$ cat src/rtl/sin_period_meas.sv
// rtl/sin_period_meas.sv - rising zero-crossing period and peak-amplitude meter for a sampled tone
// Schmitt-qualified crossings delimit periods; 2**AVG_LOG2 periods are averaged per result.
module sin_period_meas #(
    parameter int HYST     = 256,
    parameter int AVG_LOG2 = 2,
    parameter int PERIOD_W = 24
) (
    input  logic                clk_i,
    input  logic                rst_ni,
    input  logic                in_valid_i,
    input  logic [15:0]         in_i,
    output logic [PERIOD_W-1:0] period_o,
    output logic [15:0]         amplitude_o,
    output logic                out_valid_o,
    output logic                locked_o,
    output logic                timeout_o
);

    localparam int ACC_W  = PERIOD_W + AVG_LOG2 + 1;
    localparam int NPER_W = AVG_LOG2 + 1;
    localparam logic [PERIOD_W-1:0] CMAX      = '1;
    localparam logic [NPER_W-1:0]   NPER_LAST = NPER_W'((1 << AVG_LOG2) - 1);

    typedef enum logic {SEARCH, MEASURE} state_e;

    state_e                state_q, state_d;
    logic                  pol_q, pol_d;
    logic [PERIOD_W-1:0]   cnt_q, cnt_d;
    logic [ACC_W-1:0]      acc_q, acc_d;
    logic [NPER_W-1:0]     nper_q, nper_d;
    logic [15:0]           peak_q, peak_d;
    logic [PERIOD_W-1:0]   period_q, period_d;
    logic [15:0]           amp_q, amp_d;
    logic                  out_valid_q, out_valid_d;
    logic                  locked_q, locked_d;
    logic                  timeout_q, timeout_d;

    logic signed [15:0]    in_s;
    logic                  above, below, xr;
    logic [15:0]           mag, peak_max;
    logic [PERIOD_W:0]     p;
    logic [ACC_W-1:0]      acc_sum;

    assign in_s  = $signed(in_i);
    assign above = (int'(in_s) >= HYST);
    assign below = (int'(in_s) <= -HYST);
    assign xr    = in_valid_i & ~pol_q & above;

    // -32768 has no positive 16-bit counterpart, so it clamps to full scale
    always_comb begin
        if (in_i == 16'h8000)  mag = 16'h7FFF;
        else if (in_i[15])     mag = ~in_i + 16'd1;
        else                   mag = in_i;
    end

    assign peak_max = (mag > peak_q) ? mag : peak_q;
    assign p        = {1'b0, cnt_q} + 1'b1;
    assign acc_sum  = acc_q + ACC_W'(p);

    always_comb begin
        state_d     = state_q;
        pol_d       = pol_q;
        cnt_d       = cnt_q;
        acc_d       = acc_q;
        nper_d      = nper_q;
        peak_d      = peak_q;
        period_d    = period_q;
        amp_d       = amp_q;
        out_valid_d = 1'b0;
        locked_d    = locked_q;
        timeout_d   = 1'b0;

        if (in_valid_i) begin
            if (above)      pol_d = 1'b1;
            else if (below) pol_d = 1'b0;
        end

        case (state_q)
            SEARCH: begin
                if (xr) begin
                    cnt_d   = '0;
                    acc_d   = '0;
                    nper_d  = '0;
                    peak_d  = mag;
                    state_d = MEASURE;
                end
            end
            MEASURE: begin
                if (xr) begin
                    cnt_d = '0;
                    if (nper_q == NPER_LAST) begin
                        period_d    = PERIOD_W'(acc_sum >> AVG_LOG2);
                        amp_d       = peak_max;
                        out_valid_d = 1'b1;
                        locked_d    = 1'b1;
                        acc_d       = '0;
                        nper_d      = '0;
                        // the closing crossing also opens the next window
                        peak_d      = mag;
                    end else begin
                        acc_d  = acc_sum;
                        nper_d = nper_q + 1'b1;
                        peak_d = peak_max;
                    end
                end else if (in_valid_i) begin
                    if (cnt_q == CMAX) begin
                        timeout_d = 1'b1;
                        locked_d  = 1'b0;
                        state_d   = SEARCH;
                    end else begin
                        cnt_d  = cnt_q + 1'b1;
                        peak_d = peak_max;
                    end
                end
            end
            default: state_d = SEARCH;
        endcase
    end

    always_ff @(posedge clk_i or negedge rst_ni) begin
        if (!rst_ni) begin
            state_q     <= SEARCH;
            pol_q       <= 1'b0;
            cnt_q       <= '0;
            acc_q       <= '0;
            nper_q      <= '0;
            peak_q      <= '0;
            period_q    <= '0;
            amp_q       <= '0;
            out_valid_q <= 1'b0;
            locked_q    <= 1'b0;
            timeout_q   <= 1'b0;
        end else begin
            state_q     <= state_d;
            pol_q       <= pol_d;
            cnt_q       <= cnt_d;
            acc_q       <= acc_d;
            nper_q      <= nper_d;
            peak_q      <= peak_d;
            period_q    <= period_d;
            amp_q       <= amp_d;
            out_valid_q <= out_valid_d;
            locked_q    <= locked_d;
            timeout_q   <= timeout_d;
        end
    end

    assign period_o    = period_q;
    assign amplitude_o = amp_q;
    assign out_valid_o = out_valid_q;
    assign locked_o    = locked_q;
    assign timeout_o   = timeout_q;

endmodule

$ cat config.mk
export PLATFORM = sky130hd
export DESIGN_NAME = sin_period_meas
export DESIGN_NICKNAME = d
export VERILOG_FILES = /design/src/rtl/sin_period_meas.sv
export SDC_FILE = /design/constraint.sdc
export NUM_CORES = 1
export LEC_CHECK = 0
export CAP_MARGIN = 20
export CORE_ASPECT_RATIO = 0.7
export CORE_MARGIN = 3
export CORE_UTILIZATION = 35
export CTS_CLUSTER_SIZE = 25
export DETAILED_ROUTE_END_ITERATION = 8
export MAX_ROUTING_LAYER = met4
export SYNTH_ARGS = -nofsm -noshare
export SYNTH_HDL_FRONTEND = slang
export SYNTH_SLANG_ARGS = --single-unit
$ cat constraint.sdc
create_clock -name clk_i -period 3.52 [get_ports clk_i]
set_clock_uncertainty 0.05 [all_clocks]
set_input_delay 0.704 -clock clk_i [delete_from_list [all_inputs] [get_ports clk_i]]
set_output_delay 0.704 -clock clk_i [all_outputs]
set_load 0.005 [all_outputs]
==> results.toml <==
[floorplanning]
die_h_microns = 123.7
die_w_microns = 174.1
core_area_sq_um = 19130
rows = 42
start_util_pct = 36.19
dieArea_sq_um = 21530
ioPinCount = 62

[detailed_routing]
via_per_inst = 5.110
drc_errors = 0
wirelength_mm = 18.69
final_antenna_net_count = 0
first_pass_iters = 5
first_iter_violations = 402
vias = 6055
wl_per_cell_microns = 15.77

[worst_setup_path]
path_cells = "buf_8 -> or4_4 -> or3_4 -> o41ai_4 -> xor2_1 -> nand2_2 -> ha_4 -> nand4_1 -> buf_4 -> nor4_4 -> a21boi_4 -> o31ai_4 -> a21o_1 -> buf_6 -> mux2_4"
worstPathArrival_ns = 4.17
r2r_setup_slack_ns = 0.30
slowest_delay_ns = 0.52
start_kind = "primary input"
cp_num_buf_inv = 3
critical_path.endpoint = "peak_q[6]"
worstSetupStartpoint = "in_i[2]"
cp-end-kind = "register"
worst-path-stages = 15
ff2ff_path_depth = 10
timing.rr.end = "period_o[22]"
crit_fanout = 6
critical_path_class = "primary input to register"
slowest_stage = "or4_4"
rr_startpoint = "cnt_q[0]"
critPathTopFamily = "simple AND/OR/NAND/NOR gates"
crit_required_ns = 3.77

[logic_synthesis]
synth.area.mux_share_pct = 5.621
synth_compound_area_share_pct = 17.39
synth_edf_count = 0
synth.distinct_cells = 62
synthSimpleGateAreaFrac_pct = 18.45
synth-main-ff-cell = "dfrtp_1"
synthArstFlopShare_pct = 100.0
syn_avg_cell_area_sq_um = 8.944
synth_top_family_by_area = "simple AND/OR/NAND/NOR gates"
yosys_warnings = 0
synthAdderAreaFrac_pct = 8.061
ys_ff_latch = 114
synth-xor-area-share_pct = 5.314
synth-seq-area-share_pct = 41.21
netlist_area_sq_um = 6923
synth_nets = 837
synthCells = 774

[sta]
rsz0062_at_grt = "yes"
fin_crit_sh_pct = 111.6
report.final.setup_viol = 32
final-max-slew-violation-count = 0
max_freq_ghz = 0.2546
finalHoldViolCount = 0
slew_headroom_pct = 58.83
worst_slew_pin_slew_ns = 0.6148
final.min_clock_period_ns = 3.928
setup_ws_ns = -0.4077

[grt]
gr-total-overflow = 0
grt_max_degree = 53
grt_antenna_before_repair = 0
first_global_vias = 5880
grt_pass1_wl_mm = 30.67
grtUsageTotal_pct = 18.42

[layout]
final_cells = 1185
utilization_pct = 48.96
nNetsFinal = 972
final_layout_size_suffix_gt1_share_pct = 18.68
design_area_sq_um = 9365
seqCellArea_sq_um = 2853
diodes = 0
syn_to_final_growth_pct = 35.28
final.fill_count = 1825
multi_input_area_sq_um = 4014

[clock_tree]
cts.sinks = 114
numCtsBuffers = 17
hold_buffers = 0
clkTransAtPathRegs_ns = 0.05
clock-root-buffer = "clkbuf_16"
htree_levels = 4
ctsLongestPathBuffers = 2
insertion_delay_ns = 0.42
cts_tree = "yes"

[power_and_ir_drop]
max-vdd-ir-drop_uv = 329.6
power_leakage_uw = 0.004267
p_per_area_nw_per_um2 = 585.5

[status]
status = "complete, but fails checks"
failed_checks = "negative setup slack"

[placed_design]
port_buffers = 61
dpl_cell_area_sq_um = 8378
dpl.hpwl_mm = 13.57
gp_congestion = 0.9032
place_inst = 1140

[worst_hold_path]
hp-class = "primary input to asynchronous set/reset pin"

[job]
maxCapViolCount = 0
cell usage after synthesis (9+ instances only):
library cell,number,area (sq um)
and3_1,9,56.30
a21oi_1,49,245.2
a21o_1,9,67.56
clkbuf_1,24,90.09
mux2i_1,19,190.2
nand4_1,15,93.84
nor2_1,45,168.9
xnor2_1,15,131.4
nor3_1,11,55.05
or3_1,15,93.84
dfrtp_1,114,2853
nand3_1,26,130.1
inv_1,33,123.9
xor2_1,27,236.5
ha_1,43,538.0
o21ai_0,91,455.4
nand2_1,125,469.2
per-layer routing:
layer | GRT usage [%] | vias up | part of all wire [%]
li1 | - | 3034 | -
met1 | 27.32 | 2907 | 54
met2 | 25.10 | 101 | 41
met3 | 4.936 | 13 | 4.7
met4 | 3.614 | 0 | 0.60
met5 | - | - | 0
cells by family (layout without fill, tap and decap cells):
family / count (synthesis) / in the layout
and+or+nand+nor: 274 / 274
AOI/OAI and AO/OA: 201 / 201
DFF: 114 / 114
buffers and inverters: 65 / 212
adders and majority gates: 44 / 44
xor gates and xnor gates: 42 / 42
muxes: 34 / 34
worst min-delay path by stage:
stage	cells past startpoint	slack, ns	start	end
detailed placement	2	0.42	amplitude_o[15]	amplitude_o[15]
floorplan	0	0.36	rst_ni	acc_q[0]
CTS	1	0.17	rst_ni	period_o[13]
global placement	2	0.41	period_o[13]	period_o[13]
finish	1	0.16	rst_ni	period_o[13]
global route	1	0.17	rst_ni	period_o[13]
repair_timing:
item	4_1_cts	5_1_grt
pin swaps	17	13
endpoints found under the hold margin	0	0
gates resized for setup	60	16
gates cloned	2	1
setup endpoints to repair	32	32
buffers inserted	10	4
area by class of cell:
type | instances | area share, %
clock inverter | 10 | 1.924
sequential | 114 | 30.46
tap | 264 | 3.527
clock buffer | 21 | 5.023
multi-input combinational | 595 | 42.86
inverter | 33 | 1.536
timing repair buffer | 148 | 14.67
sequential cells by signal (all words and copies together), names as in the netlist:
| register | count |
|---|---|
| acc_q | 26 |
| cnt_q | 24 |
| period_o | 24 |
| amplitude_o | 16 |
| peak_q | 16 |
| nper_q | 3 |
| locked_o | 1 |
| out_valid_o | 1 |
| pol_q | 1 |
| state_q | 1 |
| timeout_o | 1 |
layout by cell type, fill, tap and decap left out, types with 6 or more instances in the layout:
cell             instances
a21oi_1                 49
dlygate4sd2_1            6
inv_1                   31
o21ai_0                 77
nand4_1                 15
nor2_1                  45
nand3_1                 24
nand2b_1                 6
buf_6                    8
and3_1                   9
nand2_1                124
or3_1                   13
nor3_1                  10
mux2_4                  15
clkbuf_16               18
xor2_1                  27
dfrtp_1                114
a21o_1                   9
xnor2_1                 15
clkdlybuf4s50_1         48
buf_4                   77
ha_1                    40
o211ai_1                 7
mux2i_1                 17
o21ai_1                 15
stage by stage:
step                      total power (uW)  hold WS (ns)  worst slack [ns]  setup TNS (ns)
after floorplan                       2636        0.3584           -0.5994          -12.91
after global placement                3158        0.4110            -1.112          -33.82
after detailed placement              3188        0.4186            -1.205          -36.03
after CTS                             5439        0.1725           -0.5061          -14.60
after global routing                  5788        0.1744           -0.5032          -15.10
final                                 5484        0.1620           -0.4077          -11.95
power breakdown:
group	internal [uW]	total, uW	leakage, uW	switching [uW]
clock network	1300	1910	0.000315	606
registers	1530	1710	0.00152	177
logic	1020	1870	0.00243	843
total	3860	5480	0.00427	1630
Note: power is estimated with default switching activity, not from simulation.
==> variant 1 (same settings) <==
The parameter `AVG_LOG2` goes from 2 to 3. Comments in the files are not updated.
--- a/src/rtl/sin_period_meas.sv
+++ b/src/rtl/sin_period_meas.sv
@@ -4,3 +4,3 @@
     parameter int HYST     = 256,
-    parameter int AVG_LOG2 = 2,
+    parameter int AVG_LOG2 = 3,
     parameter int PERIOD_W = 24
Behaviour: not the same (a bounded check fails within 10 cycles, from zero or initial values and one cycle with rst_ni low).
==> variant 1 against the original RTL <==
  * The run still ends with setup timing left
  * Sequential cell count increased by 2
  * Final area increased by 3.4%
  * Count of clock-buffer cells in the layout unchanged
  * Routed wire length increased by 5.9%
  * Register-to-register slack got worse by 0.15 ns
  * Worst setup slack improved by 0.40 ns
  * Total power decreased by 2.4%
  * Clock power decreased by 2%
  * Core utilization increased by 1.2 points
  * Area after synthesis increased by 1.2%
  * Critical path type unchanged
  * Largest cell class unchanged
==> variant 1: results (changes against the original RTL) <==
Slowest stage delay, CP: 0.54 ns (+0.02 ns)
CTS root buf: clkbuf_16
Via density: 5.14 (+0.55%)
Synth unique cells: 59 (-4.8%)
Post-synthesis compound-gate area fraction: 17.3% (-0.12 points)
Met2 Use GR: 24.3% (-0.81 points)
Peak supply drop: 0.266 mV (-19%)
M3 GR Usage: 3.93% (-1.0 points)
Vias in the first global route: 6068 (+3.2%)
Biggest register: acc_q
Outcome: finished with violations
Setup WS post-layout: -0.0112 ns (+0.397 ns)
Xor and xnor area share after synthesis: 6.37% (+1.1 points)
Gr usage total: 18.7% (+0.28 points)
Fill cells: 1832 (+0.38%)
Sequential fraction of the synthesis area: 41.4% (+0.21 points)
Htree depth: 4 (unchanged)
Reg clk slew, reported paths: 0.05 ns (about the same)
Largest fanout on the critical path: 8 (+2)
Rel. slew slack: 51.5% (-7.4 points)
DP HPWL: 13.6 mm (+0.31%)
Max reg flops: 27 (+3.8%)
Hold Crit Class: in2async
CTS buffer count: 17 (unchanged)
Antenna fix cells: 0 (unchanged)
Synthesized Nets: 840 (+0.36%)
P_leak: 0.00453 µW (+6.3%)
Routability cong.: 0.870 (-3.7%)
Synth async-reset ratio: 100% (unchanged)
Commonest cells post-synth: nand2_1 (125), dfrtp_1 (116), o21ai_0 (88)
# setup viols final: 14 (-56%)
CP Data Arrival Time: 3.78 ns (-0.39 ns)
Routed len/inst: 16.2 µm (+2.9%)
Net Sw Frac: 29.8% (+0.17 points)
Global-route wire length before repair: 32.1 mm (+4.7%)
R2R cell count: 10 (unchanged)
TNS Setup: -0.104 ns (+11.85 ns)
Failing checks: setup timing
Largest net degree at the start of global routing: 54 (+1.9%)
Final net count: 1007 (+3.6%)
YS warnings: 0 (unchanged)
FF-to-FF setup slack: 0.15 ns (-0.15 ns)
DRT Pass-1 Iters: 5 (unchanged)
Initial antenna violation count: 0 (unchanged)
Post-synthesis adder-cell area fraction: 7.96% (-0.098 points)
Clock Latency Late Sink: 0.42 ns (about the same)
Initial detailed-routing violation count: 453 (+13%)
Layout cells sized above 1: 22.7% (+4.0 points)
Buffers added on ports: 61 (unchanged)
Largest cells by area after synthesis: dfrtp_1 (41%), ha_1 (7.7%), nand2_1 (6.7%), o21ai_0 (6.3%), xor2_1 (3.4%)
Post-synthesis mux area share: 5.46% (-0.16 points)
Max Buffers Root-to-Sink: 2 (unchanged)
Met1 GRT Util: 29.1% (+1.8 points)
variant 1: cell types whose count changed after synthesis, sizes merged, moves of 5 or more:
cell    unedited run  this run
nand3             26        18
o21bai             0         5
a21oi             49        42
nand4             15        20
or3               16         3
xnor2             15        24
variant 1: metal layers:
layer  part of all wire, %  vias up  wire [µm]
met5                     0        -          0
met4                   1.5        0        291
met3                   4.6       21        913
met2                    40      155       7910
met1                    54     2982      10700
li1                      -     3110          -
variant 1: stage by stage:
stage	hold slack, ns	setup slack [ns]	instance area, µm²	utilization, %	cells
floorplan	0.358	-0.474	7040	-	777
CTS	0.327	0.00220	9520	49.4	1214
finish	0.299	-0.0112	9680	50.2	1220
global placement	0.411	-0.752	8380	43.5	1136
global route	0.337	-0.124	9680	50.2	1220
detailed placement	0.420	-0.834	8380	43.5	1136
variant 1: final timing paths:
check,to,start
worst max-delay path,peak_q[6],in_i[7]
worst min-delay path,period_o[0],rst_ni
worst max register to register,period_o[21],cnt_q[0]
worst min register to register,amplitude_o[11],amplitude_o[11]
max in group asynchronous,state_q,rst_ni
min in group clk_i,amplitude_o[11],amplitude_o[11]
variant 1: cell type report:
| class | instances | area share, % |
|---|---|---|
| multi-input cells | 598 | 42.4 |
| flip-flops and latches | 116 | 30.0 |
| repair buffers | 179 | 16.4 |
| clock buffers | 21 | 4.96 |
| well taps | 264 | 3.41 |
| clock inverters | 10 | 1.58 |
| inverters | 32 | 1.24 |
variant 1: cell families after synthesis:
group,count (synthesis)
AOI/OAI and AO/OA,202
xor gates and xnor gates,51
adders and majority gates,44
buffers and inverters,63
DFF,116
muxes,33
and+or+nand+nor,268
variant 1: timing repair:
| item | in CTS | in global routing |
|---|---|---|
| pin swaps | 30 | 22 |
| gates resized for setup | 71 | 46 |
| gates cloned | 1 | 1 |
| setup buffers | 46 | 5 |
| hold buffers | 0 | 0 |
| setup endpoints to repair | 32 | 32 |
variant 1: power by group through the flow:
stage / combinational (µW) / sequential (µW) / clock [µW]
after floorplan: 936 / 1700 / 0
after global placement: 1440 / 1730 / 0
after detailed placement: 1460 / 1740 / 0
after CTS: 1680 / 1720 / 1900
after global routing: 1910 / 1760 / 1970
final: 1750 / 1720 / 1870
==> variant 2 (same flow settings) <==
Without the edit above. Register the inputs `in_valid_i` and `in_i` before use. The logic sees them one clock later.
--- a/src/rtl/sin_period_meas.sv
+++ b/src/rtl/sin_period_meas.sv
@@ -25,2 +25,10 @@
 
+    logic in_valid_q;
+    logic [15:0] in_q;
+
+    always_ff @(posedge clk_i) begin
+        in_valid_q <= in_valid_i;
+        in_q       <= in_i;
+    end
+
     state_e                state_q, state_d;
@@ -43,6 +51,6 @@
 
-    assign in_s  = $signed(in_i);
+    assign in_s  = $signed(in_q);
     assign above = (int'(in_s) >= HYST);
     assign below = (int'(in_s) <= -HYST);
-    assign xr    = in_valid_i & ~pol_q & above;
+    assign xr    = in_valid_q & ~pol_q & above;
 
@@ -50,5 +58,5 @@
     always_comb begin
-        if (in_i == 16'h8000)  mag = 16'h7FFF;
-        else if (in_i[15])     mag = ~in_i + 16'd1;
-        else                   mag = in_i;
+        if (in_q == 16'h8000)  mag = 16'h7FFF;
+        else if (in_q[15])     mag = ~in_q + 16'd1;
+        else                   mag = in_q;
     end
@@ -72,3 +80,3 @@
 
-        if (in_valid_i) begin
+        if (in_valid_q) begin
             if (above)      pol_d = 1'b1;
@@ -104,3 +112,3 @@
                     end
-                end else if (in_valid_i) begin
+                end else if (in_valid_q) begin
                     if (cnt_q == CMAX) begin
Formal check against the unedited RTL: not equivalent (Yosys sat finds a counterexample within 10 cycles, from zero or initial values and one cycle with rst_ni low).
==> variant 2 against the original RTL <==
  * The flow still finishes with violations (setup timing)
  * Worst setup slack improved by 0.10 ns
  * First-iteration DRC count increased by 24%
  * Sequential cell count increased by 17
  * Register-to-register slack got worse by 0.61 ns
  * Routed wire length decreased by 2.6%
  * Total power decreased by 0.76%
  * Fmax increased by 2.7%
  * Count of clock-buffer cells in the layout unchanged
  * Synthesized cell count decreased by 3.5%
  * Cell count decreased by 4.1%
  * Highest routed layer unchanged
  * Area after synthesis increased by 2.3%
  * Hold slack improved by 0.062 ns
  * Final area decreased by 1.5%
==> variant 2: results (changes against the original RTL) <==
Outcome: finished with violations
Failing checks: setup timing
Commonest cells post-synth: dfrtp_1 (114), nand2_1 (105), o21ai_0 (70)
CP Data Arrival Time: 4.07 ns (-0.10 ns)
CTS buffer count: 17 (unchanged)
Via density: 5.05 (-1.2%)
Initial antenna violation count: 0 (unchanged)
Vias in the first global route: 5478 (-6.8%)
Rel. slew slack: 55.2% (-3.6 points)
Antenna fix cells: 0 (unchanged)
Largest net degree at the start of global routing: 67 (+26%)
Max reg flops: 26 (unchanged)
Reg2reg start: in_q[2]
P_leak: 0.00422 µW (-1.1%)
Routability cong.: 0.883 (-2.3%)
Setup WS post-layout: -0.305 ns (+0.102 ns)
Post-synth EDFFs: 0 (unchanged)
Synthesized Nets: 810 (-3.2%)
Synth unique cells: 64 (+3.2%)
Largest fanout on the critical path: 12 (+6)
Slowest stage delay, CP: 0.53 ns
Critical path capture point: peak_q[13]
Synth async-reset ratio: 87.0% (-13 points)
Hold Crit Class: in2async
Crit path launch type: flop
# setup viols final: 32 (unchanged)
TNS Setup: -7.48 ns (+4.47 ns)
Sequential fraction of the synthesis area: 45.1% (+3.9 points)
Fill cells: 1818 (-0.38%)
CP max stage cell: or4_4
Reg clk slew, reported paths: 0.06 ns
Detailed Route WL: 18.2 mm (-2.6%)
R2R cell count: 14 (+4)
Post-CTS sizing: 9 (-85%)
Global-route wire length before repair: 29.2 mm (-4.9%)
Max Buffers Root-to-Sink: 2 (unchanged)
Worst slack, placed: -0.270 ns (+0.935 ns)
Peak supply drop: 0.346 mV (+5.1%)
Final net count: 923 (-5.0%)
Postcts setup bufs: 3 (-7)
Gr usage total: 17.0% (-1.5 points)
Initial detailed-routing violation count: 497 (+24%)
DRT Pass-1 Iters: 5 (unchanged)
DP HPWL: 12.8 mm (-5.6%)
Largest cells by area after synthesis: dfrtp_1 (40%), ha_1 (7.6%), nand2_1 (5.6%), o21ai_0 (4.9%), dfxtp_1 (4.8%)
Layout cells sized above 1: 17.5% (-1.1 points)
-- variant 2: changes by cell type after synthesis, sizes merged, moves of 10 or more --
cell	delta
nand3	-12
nand2	-19
o21ai	-16
dfxtp	+17
a21oi	-10
or3	-10
-- variant 2: final cells by class --
| class | instances | area, µm² | area share [%] |
|---|---|---|---|
| multi-input cells | 552 | 3840 | 41.6 |
| flip-flops and latches | 131 | 3200 | 34.6 |
| repair buffers | 119 | 1140 | 12.4 |
| clock buffers | 21 | 440 | 4.77 |
| well taps | 264 | 330 | 3.58 |
| inverters | 39 | 146 | 1.59 |
| clock inverters | 11 | 131 | 1.42 |
-- variant 2: per-layer routing --
layer  vias to the layer above  share of wire (%)  track usage (%)
met5                         -                  0                -
met4                         0               0.57             3.54
met3                        14                5.1             4.39
met2                       126                 38             21.0
met1                      2701                 56             27.0
li1                       2898                  -                -
-- variant 2: through the flow --
step / hold slack [ns] / area, µm² / cells / power [µW]
after floorplan: 0.358 / 7120 / 747 / 2830
after global placement: 0.413 / 8300 / 1090 / 3330
after detailed placement: 0.413 / 8300 / 1090 / 3360
after CTS: 0.241 / 8930 / 1125 / 5140
after global routing: 0.255 / 9230 / 1137 / 5740
final: 0.224 / 9230 / 1137 / 5440
-- variant 2: kinds of logic after synthesis --
kind of cell	synth area share (%)
xor gates and xnor gates	5.56
buffers and inverters	3.43
muxes	5.30
AOI/OAI and AO/OA	17.1
DFF	45.1
and+or+nand+nor	15.7
adders and majority gates	7.88
-- variant 2: report_power, final --
part           internal, µW  switching [µW]  total (µW)  leakage (µW)
logic                   969             796        1770       0.00229
registers              1750             189        1940       0.00167
clock network          1050             686        1730      0.000268
total                  3770            1670        5440       0.00422
